===== src/rtl/uart_arb_pkg.sv =====
// Shared types and helpers for the UART transmit arbiter: frame state
// encoding, data width, round-robin winner search and even parity.
package uart_arb_pkg;

    localparam int DATA_BITS = 8;
    localparam int MAX_REQ   = 8;

    typedef enum logic [2:0] {
        IDLE      = 3'd0,
        WAIT_TICK = 3'd1,
        START     = 3'd2,
        DATA      = 3'd3,
        PARITY    = 3'd4,
        STOP      = 3'd5
    } tx_state_e;

    // Search valid[] from ptr upward, wrapping at n. Returns {found, index}.
    function automatic logic [3:0] rr_pick(input logic [MAX_REQ-1:0] valid,
                                           input logic [2:0]         ptr,
                                           input int                 n);
        logic [3:0] res;
        logic [2:0] idx3;
        int         idx;
        res = 4'b0000;
        for (int k = 0; k < MAX_REQ; k++) begin
            idx  = (int'(ptr) + k) % n;
            idx3 = idx[2:0];
            if ((k < n) && (res[3] == 1'b0) && valid[idx3]) begin
                res = {1'b1, idx3};
            end else begin
                res = res;
            end
        end
        return res;
    endfunction

    // Even parity over one data byte.
    function automatic logic even_parity(input logic [DATA_BITS-1:0] d);
        return ^d;
    endfunction

endpackage


===== src/rtl/uart_tx_shifter.sv =====
// Serialises one latched byte as start / 8 data bits LSB first / stop,
// every bit aligned to baud_tick. Optional macro UART_PARITY_EN inserts an
// even-parity bit between the data bits and the stop bit.
module uart_tx_shifter
    import uart_arb_pkg::*;
(
    input  logic                 clk,
    input  logic                 rst,
    input  logic                 load,
    input  logic [DATA_BITS-1:0] data_byte,
    input  logic                 baud_tick,
`ifdef UART_PARITY_EN
    input  logic                 parity,
`endif
    output logic                 tx,
    output logic                 done
);

    tx_state_e            state_r;
    logic [DATA_BITS-1:0] shreg_r;
    logic [2:0]           bit_cnt_r;
    logic                 tx_r;
`ifdef UART_PARITY_EN
    logic                 par_r;
`endif

    // done marks the tick that ends the stop bit, so the owner can drop
    // busy on the same edge the frame FSM returns to IDLE.
    assign done = (state_r == STOP) && baud_tick;
    assign tx   = tx_r;

    // Frame sequencer: a load arms WAIT_TICK (a tick in the load cycle is
    // ignored), then each tick advances one bit period.
    always_ff @(posedge clk) begin
        if (rst) begin
            state_r   <= IDLE;
            shreg_r   <= {DATA_BITS{1'b0}};
            bit_cnt_r <= 3'd0;
            tx_r      <= 1'b1;
`ifdef UART_PARITY_EN
            par_r     <= 1'b0;
`endif
        end else begin
            case (state_r)
                IDLE: begin
                    tx_r <= 1'b1;
                    if (load) begin
                        shreg_r   <= data_byte;
                        bit_cnt_r <= 3'd0;
`ifdef UART_PARITY_EN
                        par_r     <= parity;
`endif
                        state_r   <= WAIT_TICK;
                    end
                end
                WAIT_TICK: begin
                    if (baud_tick) begin
                        tx_r    <= 1'b0;
                        state_r <= START;
                    end
                end
                START: begin
                    if (baud_tick) begin
                        tx_r    <= shreg_r[0];
                        shreg_r <= {1'b0, shreg_r[DATA_BITS-1:1]};
                        state_r <= DATA;
                    end
                end
                DATA: begin
                    if (baud_tick) begin
                        if (bit_cnt_r == 3'(DATA_BITS - 1)) begin
`ifdef UART_PARITY_EN
                            tx_r    <= par_r;
                            state_r <= PARITY;
`else
                            tx_r    <= 1'b1;
                            state_r <= STOP;
`endif
                        end else begin
                            tx_r      <= shreg_r[0];
                            shreg_r   <= {1'b0, shreg_r[DATA_BITS-1:1]};
                            bit_cnt_r <= bit_cnt_r + 3'd1;
                        end
                    end
                end
`ifdef UART_PARITY_EN
                PARITY: begin
                    if (baud_tick) begin
                        tx_r    <= 1'b1;
                        state_r <= STOP;
                    end
                end
`endif
                STOP: begin
                    if (baud_tick) begin
                        tx_r    <= 1'b1;
                        state_r <= IDLE;
                    end
                end
                default: begin
                    tx_r    <= 1'b1;
                    state_r <= IDLE;
                end
            endcase
        end
    end

endmodule


===== src/rtl/uart_tx_arbiter.sv =====
// Round-robin arbiter sharing one UART TX line between NUM_REQ byte
// streams, with a packet lock that keeps multi-byte packets contiguous.
// Optional macro UART_PARITY_EN selects 8E1 framing instead of 8N1.
module uart_tx_arbiter
    import uart_arb_pkg::*;
#(
    parameter int NUM_REQ = 2,
    parameter int ID_W    = 1
) (
    input  logic                 clk,
    input  logic                 rst,
    input  logic                 baud_tick,
    input  logic [NUM_REQ-1:0]   req_valid,
    input  logic [8*NUM_REQ-1:0] req_data,
    input  logic [NUM_REQ-1:0]   req_last,
    output logic [NUM_REQ-1:0]   req_ready,
    output logic                 tx,
    output logic                 busy,
    output logic                 locked,
    output logic [ID_W-1:0]      grant_id
);

    logic [ID_W-1:0]    ptr_r;
    logic [ID_W-1:0]    grant_id_r;
    logic               locked_r;
    logic               busy_r;
    logic [3:0]         pick_s;
    logic [ID_W-1:0]    win_s;
    logic               grant_ok_s;
    logic [NUM_REQ-1:0] ready_s;
    logic [7:0]         sel_byte_s;
    logic               sel_last_s;
    logic               accept_s;
    logic [ID_W-1:0]    next_ptr_s;
    logic               tx_s;
    logic               done_s;

    // Winner selection: while locked only the owner is eligible.
    always_comb begin
        pick_s = rr_pick(8'(req_valid), 3'(ptr_r), NUM_REQ);
        if (locked_r) begin
            win_s      = grant_id_r;
            grant_ok_s = req_valid[grant_id_r];
        end else begin
            win_s      = ID_W'(pick_s[2:0]);
            grant_ok_s = pick_s[3];
        end
    end

    // One-hot ready strobe (only while the line is idle) and data mux.
    always_comb begin
        ready_s    = {NUM_REQ{1'b0}};
        sel_byte_s = 8'h00;
        sel_last_s = 1'b0;
        for (int i = 0; i < NUM_REQ; i++) begin
            if (win_s == ID_W'(i)) begin
                sel_byte_s = req_data[8*i +: 8];
                sel_last_s = req_last[i];
                ready_s[i] = grant_ok_s & ~busy_r & ~rst;
            end else begin
                ready_s[i] = 1'b0;
            end
        end
    end

    // Pointer moves one past the winner, wrapping at NUM_REQ.
    always_comb begin
        if (win_s == ID_W'(NUM_REQ - 1)) begin
            next_ptr_s = {ID_W{1'b0}};
        end else begin
            next_ptr_s = win_s + ID_W'(1);
        end
    end

    assign accept_s = |(req_valid & ready_s);

    // Grant, lock, pointer and busy bookkeeping.
    always_ff @(posedge clk) begin
        if (rst) begin
            ptr_r      <= {ID_W{1'b0}};
            grant_id_r <= {ID_W{1'b0}};
            locked_r   <= 1'b0;
            busy_r     <= 1'b0;
        end else if (accept_s) begin
            ptr_r      <= next_ptr_s;
            grant_id_r <= win_s;
            locked_r   <= ~sel_last_s;
            busy_r     <= 1'b1;
        end else if (done_s) begin
            busy_r     <= 1'b0;
        end
    end

    uart_tx_shifter u_shifter (
        .clk       (clk),
        .rst       (rst),
        .load      (accept_s),
        .data_byte (sel_byte_s),
        .baud_tick (baud_tick),
`ifdef UART_PARITY_EN
        .parity    (even_parity(sel_byte_s)),
`endif
        .tx        (tx_s),
        .done      (done_s)
    );

    assign req_ready = ready_s;
    assign tx        = tx_s;
    assign busy      = busy_r;
    assign locked    = locked_r;
    assign grant_id  = grant_id_r;

endmodule


===== config.mk =====
export PLATFORM = sky130hd
export DESIGN_NAME = uart_tx_arbiter
export DESIGN_NICKNAME = d
export VERILOG_FILES = /design/src/rtl/uart_arb_pkg.sv /design/src/rtl/uart_tx_shifter.sv /design/src/rtl/uart_tx_arbiter.sv
export SDC_FILE = /design/constraint.sdc
export NUM_CORES = 1
export LEC_CHECK = 0
export BUFFER_PORTS_ARGS = -buffer_cell sky130_fd_sc_hd__buf_2
export CAP_MARGIN = 10
export CORE_MARGIN = 5
export CORE_UTILIZATION = 51
export DETAILED_ROUTE_END_ITERATION = 12
export PLACE_DENSITY = 0.76
export SKIP_CTS_REPAIR_TIMING = 1
export SYNTH_ARGS = -nofsm -noshare
export SYNTH_HDL_FRONTEND = slang
export SYNTH_SLANG_ARGS = --single-unit

===== constraint.sdc =====
create_clock -name clk -period 2.1 [get_ports clk]
set_input_delay 0.105 -clock clk [delete_from_list [all_inputs] [get_ports clk]]
set_output_delay 0.105 -clock clk [all_outputs]
set_load 0.01 [all_outputs]

# After elaboration in Yosys (flattened, before gate mapping)
# Cells that the tools add are included.
dict set report op_classes {
  add_sub_neg 3
  order_cmp 3
  n_eq_ne 12
  muxes 39
  n_bitwise 8
  reduce_logical 11
}
# op n
set op_table {}
lappend op_table {{$mux W8} 5}
lappend op_table {{$mux W3} 9}
lappend op_table {{$pmux W8 S3} 1}
lappend op_table {{$mux W1} 18}
lappend op_table {{$pmux W3 S5} 1}
lappend op_table {{$ne A2 B2 Y1 const B} 6}
lappend op_table {{$mux W4} 2}
lappend op_table {{$reduce_and A4 Y1} 2}
lappend op_table {{$eq A3 B2 Y1 const B} 2}
lappend op_table {{$eq A3 B3 Y1 const B} 2}
lappend op_table {{$pmux W3 S2} 1}
lappend op_table {{$reduce_and A6 Y1} 1}
lappend op_table {{$reduce_and A5 Y1} 1}
lappend op_table {{$lt A1 B4 Y1 const B} 1}
lappend op_table {{$lt A3 B4 Y1 const B} 1}
lappend op_table {{$not A1 Y1} 4}
lappend op_table {{$pmux W1 S4} 1}
lappend op_table {{$reduce_bool A2 Y1} 2}
lappend op_table {{$add A3 B1 Y3 const B} 1}
lappend op_table {{$eq A3 B1 Y1 const B} 1}
lappend op_table {{$logic_not A3 Y1} 1}
lappend op_table {{$reduce_bool A3 Y1} 1}
lappend op_table {{$add A1 B1 Y1 const B} 2}
lappend op_table {{$and A1 B1 Y1} 2}
lappend op_table {{7 further kinds} 8}
dict set report totals {
  register_bits 19
  inputBits 23
}

# Logic depth before layout (Yosys ltp)
dict set report depth {
  word_depth 14
  depth_mapped 7
  mapped_depth_nobuf 6
}

# By module
# A second synthesis with hierarchy kept.
dict set report hier_totals {
  hier_cells 123
  hier_area_um2 1124.8
}
# mod n_inst cells_per_inst area_per_inst_um2
set by_module_without_submodules {}
lappend by_module_without_submodules {uart_tx_shifter 1 90 820.8}
lappend by_module_without_submodules {uart_tx_arbiter 1 33 304.0}

# Worst setup path after synthesis
# Ideal clock, no wire load.
dict set report synth_path {
  kind {register to register}
  from {reg locked_r (netlist: locked)}
  to {reg u_shifter.shreg_r[5]}
  arrival_ns 1.551
  t_required_ns 1.983
  setup_slack_ns 0.431
  stages_incl_launch_ff 7
  n_path_buf 2
  path_cell_list {dfxtp_1 nand2b_1 clkbuf_1 o21a_1 clkbuf_1 o211ai_1 a32o_1}
}
dict set report synth_between {
  elab_chain_cells 8
  word_cells_on_any_way 13
}
# element line
set synth_lines {}
lappend synth_lines {{start: declaration} uart_tx_arbiter.sv:25} ;# logic locked_r;
lappend synth_lines {{start signal: assignment} uart_tx_arbiter.sv:87} ;# locked_r <= ~sel_last_s;
lappend synth_lines {{$mux W1} uart_tx_arbiter.sv:41} ;# if (locked_r) begin
lappend synth_lines {{$and A1 B1 Y1 (2 in series)} uart_tx_arbiter.sv:59} ;# ready_s[i] = grant_ok_s & ~busy_r & ~rst;
lappend synth_lines {{$mux W1} uart_tx_arbiter.sv:56} ;# if (win_s == ID_W'(i)) begin
lappend synth_lines {{$and A2 B2 Y2} uart_tx_arbiter.sv:75} ;# assign accept_s = |(req_valid & ready_s);
lappend synth_lines {{$reduce_or A2 Y1} uart_tx_arbiter.sv:75}
lappend synth_lines {{$ne A2 B2 Y1 (no line)} -}
lappend synth_lines {{$reduce_and A5 Y1 (no line)} -}
lappend synth_lines {{end signal: assignment} uart_tx_shifter.sv:48} ;# shreg_r <= data_byte;
lappend synth_lines {{end signal: assignment} uart_tx_shifter.sv:65} ;# shreg_r <= {1'b0, shreg_r[DATA_BITS-1:1]};
lappend synth_lines {{end signal: assignment} uart_tx_shifter.sv:81} ;# shreg_r <= {1'b0, shreg_r[DATA_BITS-1:1]};
lappend synth_lines {{end: declaration} uart_tx_shifter.sv:20} ;# logic [DATA_BITS-1:0] shreg_r;
# Several ways; a longest one is shown, not always the timed one. The select of a mux whose other input is x is not followed.
# A chain may end at the register's enable or synchronous reset.

# Worst setup path in the final report
dict set report layout_path {
  from {reg grant_id_r (netlist: grant_id)}
  to {out req_ready[0]}
}
dict set report layout_between {
  elab_chain_cells 6
  word_cells_on_any_way 7
}
# element line
set layout_lines {}
lappend layout_lines {{start: declaration} uart_tx_arbiter.sv:24} ;# logic [ID_W-1:0] grant_id_r;
lappend layout_lines {{start signal: assignment} uart_tx_arbiter.sv:81} ;# grant_id_r <= {ID_W{1'b0}};
lappend layout_lines {{start signal: assignment} uart_tx_arbiter.sv:86} ;# grant_id_r <= win_s;
lappend layout_lines {{$mux W1 (not written as such) (2 in series)} uart_tx_arbiter.sv:43} ;# grant_ok_s = req_valid[grant_id_r];
lappend layout_lines {{$mux W1} uart_tx_arbiter.sv:41}
lappend layout_lines {{$and A1 B1 Y1 (2 in series)} uart_tx_arbiter.sv:59}
lappend layout_lines {{$mux W1 *} uart_tx_arbiter.sv:56}
lappend layout_lines {{end: declaration} uart_tx_arbiter.sv:16} ;# output logic [NUM_REQ-1:0] req_ready,
# Mark *: on every way between the ends. The rest lies on a longest branch, timed or not. The select of a mux whose other input is x is not followed.

==> run summary <==
area of the multi-input gates = 622 sq um
Final nets = 180
aggregate global routing overflow = 0
Worst-path clk slew = 0.11 ns
cell area after synthesis = 1090 sq um
1st-iter DRT viols = 31
Syn Nets = 155
Max Clk Rate = 516 MHz
Setup Skew = 0.00762 ns
Pwr Total = 824 uW
Place WS = 0.335 ns
number of fill cells in the layout = 181
Primary FF master, synth = dfxtp_1
drc violations = 0
synth unique cells = 30
leakage = 0.000523 uW
Final Max Tran Viols = 0
FF/Latch Area = 380 sq um
unrepaired setup endpoints after global routing = false
vias in the first global route = 990
number of buffers created by CTS = 3
crit-path max FO = 4
#FFs+latches synth = 19
Slowest-stage cell, CP = a2111oi_1
FFs w/ async S/R, synth = 0
share of post-route cells with drive strength above 1 = 0.247
Power Dens Cells = 648 nW/um^2
port bufs = 28
Setup TNS Final = 0 ns
total iterations of the first detailed-routing run = 4
final WL = 2400 um
Synth Instances = 130
Hold WC Path Type = in -> reg
Worst Path Arrival = 1.83 ns
RD Place Congestion = 0.814
Worst Setup Path Type = reg -> out
initial antenna violation count = 0
met3 usage = 0.0321
Vias = 1042
Synth top area share = 0.347
status = finished clean
average cell area after synthesis = 8.42 sq um
CP endpoint kind = primary output
CTS root buf = clkbuf_4
Yosys top cell by area = dfxtp_1
CP peak stage delay = 0.64 ns
clk_lat worst skew = 0.30 ns
slew margin rel. = 0.581
synth top area cells = dfxtp_1 (35%), o211ai_1 (13%), a32o_1 (9.1%)
Fin Hold WS = 0.138 ns
final setup vio count = 0
clock tree sinks = 19
Layout area overhead = 16.1%
Max Cap Violations = 0
DIE WIDTH = 56.3 um
Seq/Total Area, Yosys = 0.347
I/O pins = 29
dpl hpwl = 1850 um
Initial Utilization = 0.547
final hold vios = 0
chip height = 56.3 um
Final period util = 0.924
H-tree depth = 1
critical path cell sequence = mux2i_1 > a2111oi_1 > nand2_1 > inv_1 > buf_2
fin crit period = 1.94 ns
final worst setup slack = 0.160 ns
CTS Buffer Depth = 2
Post-synth EDFFs = 0
Slew @ Worst Pin = 0.627 ns
largest net degree at the start of global routing = 13
Final Util = 0.635
met1 Track Usage GR = 0.226
# diodes = 0
Core ar. = 2000 sq um
Post-synth top cells = dfxtp_1 (19), o211ai_1 (19), inv_1 (12)
VDD IR-drop max = 0.422 mV
Die ar. = 3170 sq um
vias per cell = 5.76
Worst Path Required = 2.00 ns
Tot GR Track Use = 0.167
remaining antenna violation count = 0
global-route wire length before repair = 4330 um
synth warn = 0
row count = 16
met2 usage = 0.267
drt wl/cell = 13.3 um
TritonCTS clock tree = built
Worst setup SP type = register
Most Crowded Layer GR = met2
## flip-flops by register name, summed over array words and instances, names as in the netlist
register / cells
busy: 1
u_shifter.tx: 1
grant_id: 1
u_shifter.bit_cnt_r: 3
ptr_r: 1
u_shifter.state_r: 3
u_shifter.shreg_r: 8
locked: 1
## worst max-delay path: cells and delay by family, from the launching register on
family | cells | cell delay [ns]
and+or+nand+nor | 1 | 0.14
buffers and inverters | 2 | 0.23
muxes | 1 | 0.11
DFF | 1 | 0.41
AOI/OAI and AO/OA | 1 | 0.64
## per-layer routing
| metal | vias to the layer above | wire, um |
|---|---|---|
| li1 | 535 | - |
| met1 | 487 | 1070 |
| met2 | 18 | 1220 |
| met3 | 2 | 103 |
| met4 | 0 | 13 |
| met5 | - | 0 |
## worst paths after layout
kind             from                    to  slack, ns  cells past startpoint
min               rst                locked       0.14                      2
max reg2reg  grant_id  u_shifter.shreg_r[1]       0.34                      4
max          grant_id          req_ready[0]       0.16                      5
min reg2reg     ptr_r                 ptr_r       0.47                      2
## metrics by stage
| step | cells | instance area (sq um) |
|---|---|---|
| floorplan | 130 | 1090 |
| global placement | 177 | 1240 |
| detailed placement | 177 | 1240 |
| CTS | 181 | 1270 |
| global route | 181 | 1270 |
| finish | 181 | 1270 |
## kinds of logic (layout without fill, tap and decap cells)
kind of cell	count (synthesis)	count (layout)	synth area share
DFF	19	19	0.347
adders and majority gates	2	2	0.0229
muxes	2	2	0.0194
and+or+nand+nor	38	38	0.185
AOI/OAI and AO/OA	46	46	0.339
buffers and inverters	23	47	0.0857
## area by class of cell
| cell class | count | area share |
|---|---|---|
| clock buffers | 3 | 0.0177 |
| clock inverters | 1 | 0.00394 |
| inverters | 12 | 0.0354 |
| multi-input cells | 88 | 0.489 |
| flip-flops and latches | 19 | 0.299 |
| well taps | 27 | 0.0266 |
| repair buffers | 31 | 0.128 |
## power by group
part / internal, uW / total, uW / switching [uW]
Sequential: 399 / 426 / 27.9
Clock: 70.9 / 187 / 116
Combinational: 103 / 210 / 107
## layout by cell type (no fill, tap or decap), drive strengths merged, types with 2 or more instances in the layout
master,Yosys,layout
nand3,2,2
a21oi,7,7
or3,2,2
o21ai,3,3
nor3,3,3
buf,2,31
nand2,6,6
dfxtp,19,19
nand4,2,2
o211ai,19,19
nor2,7,7
a32o,10,10
ha,2,2
clkbuf,9,3
nor2b,3,3
inv,12,12
nand2b,10,10
(Power assumes the default switching activity.)
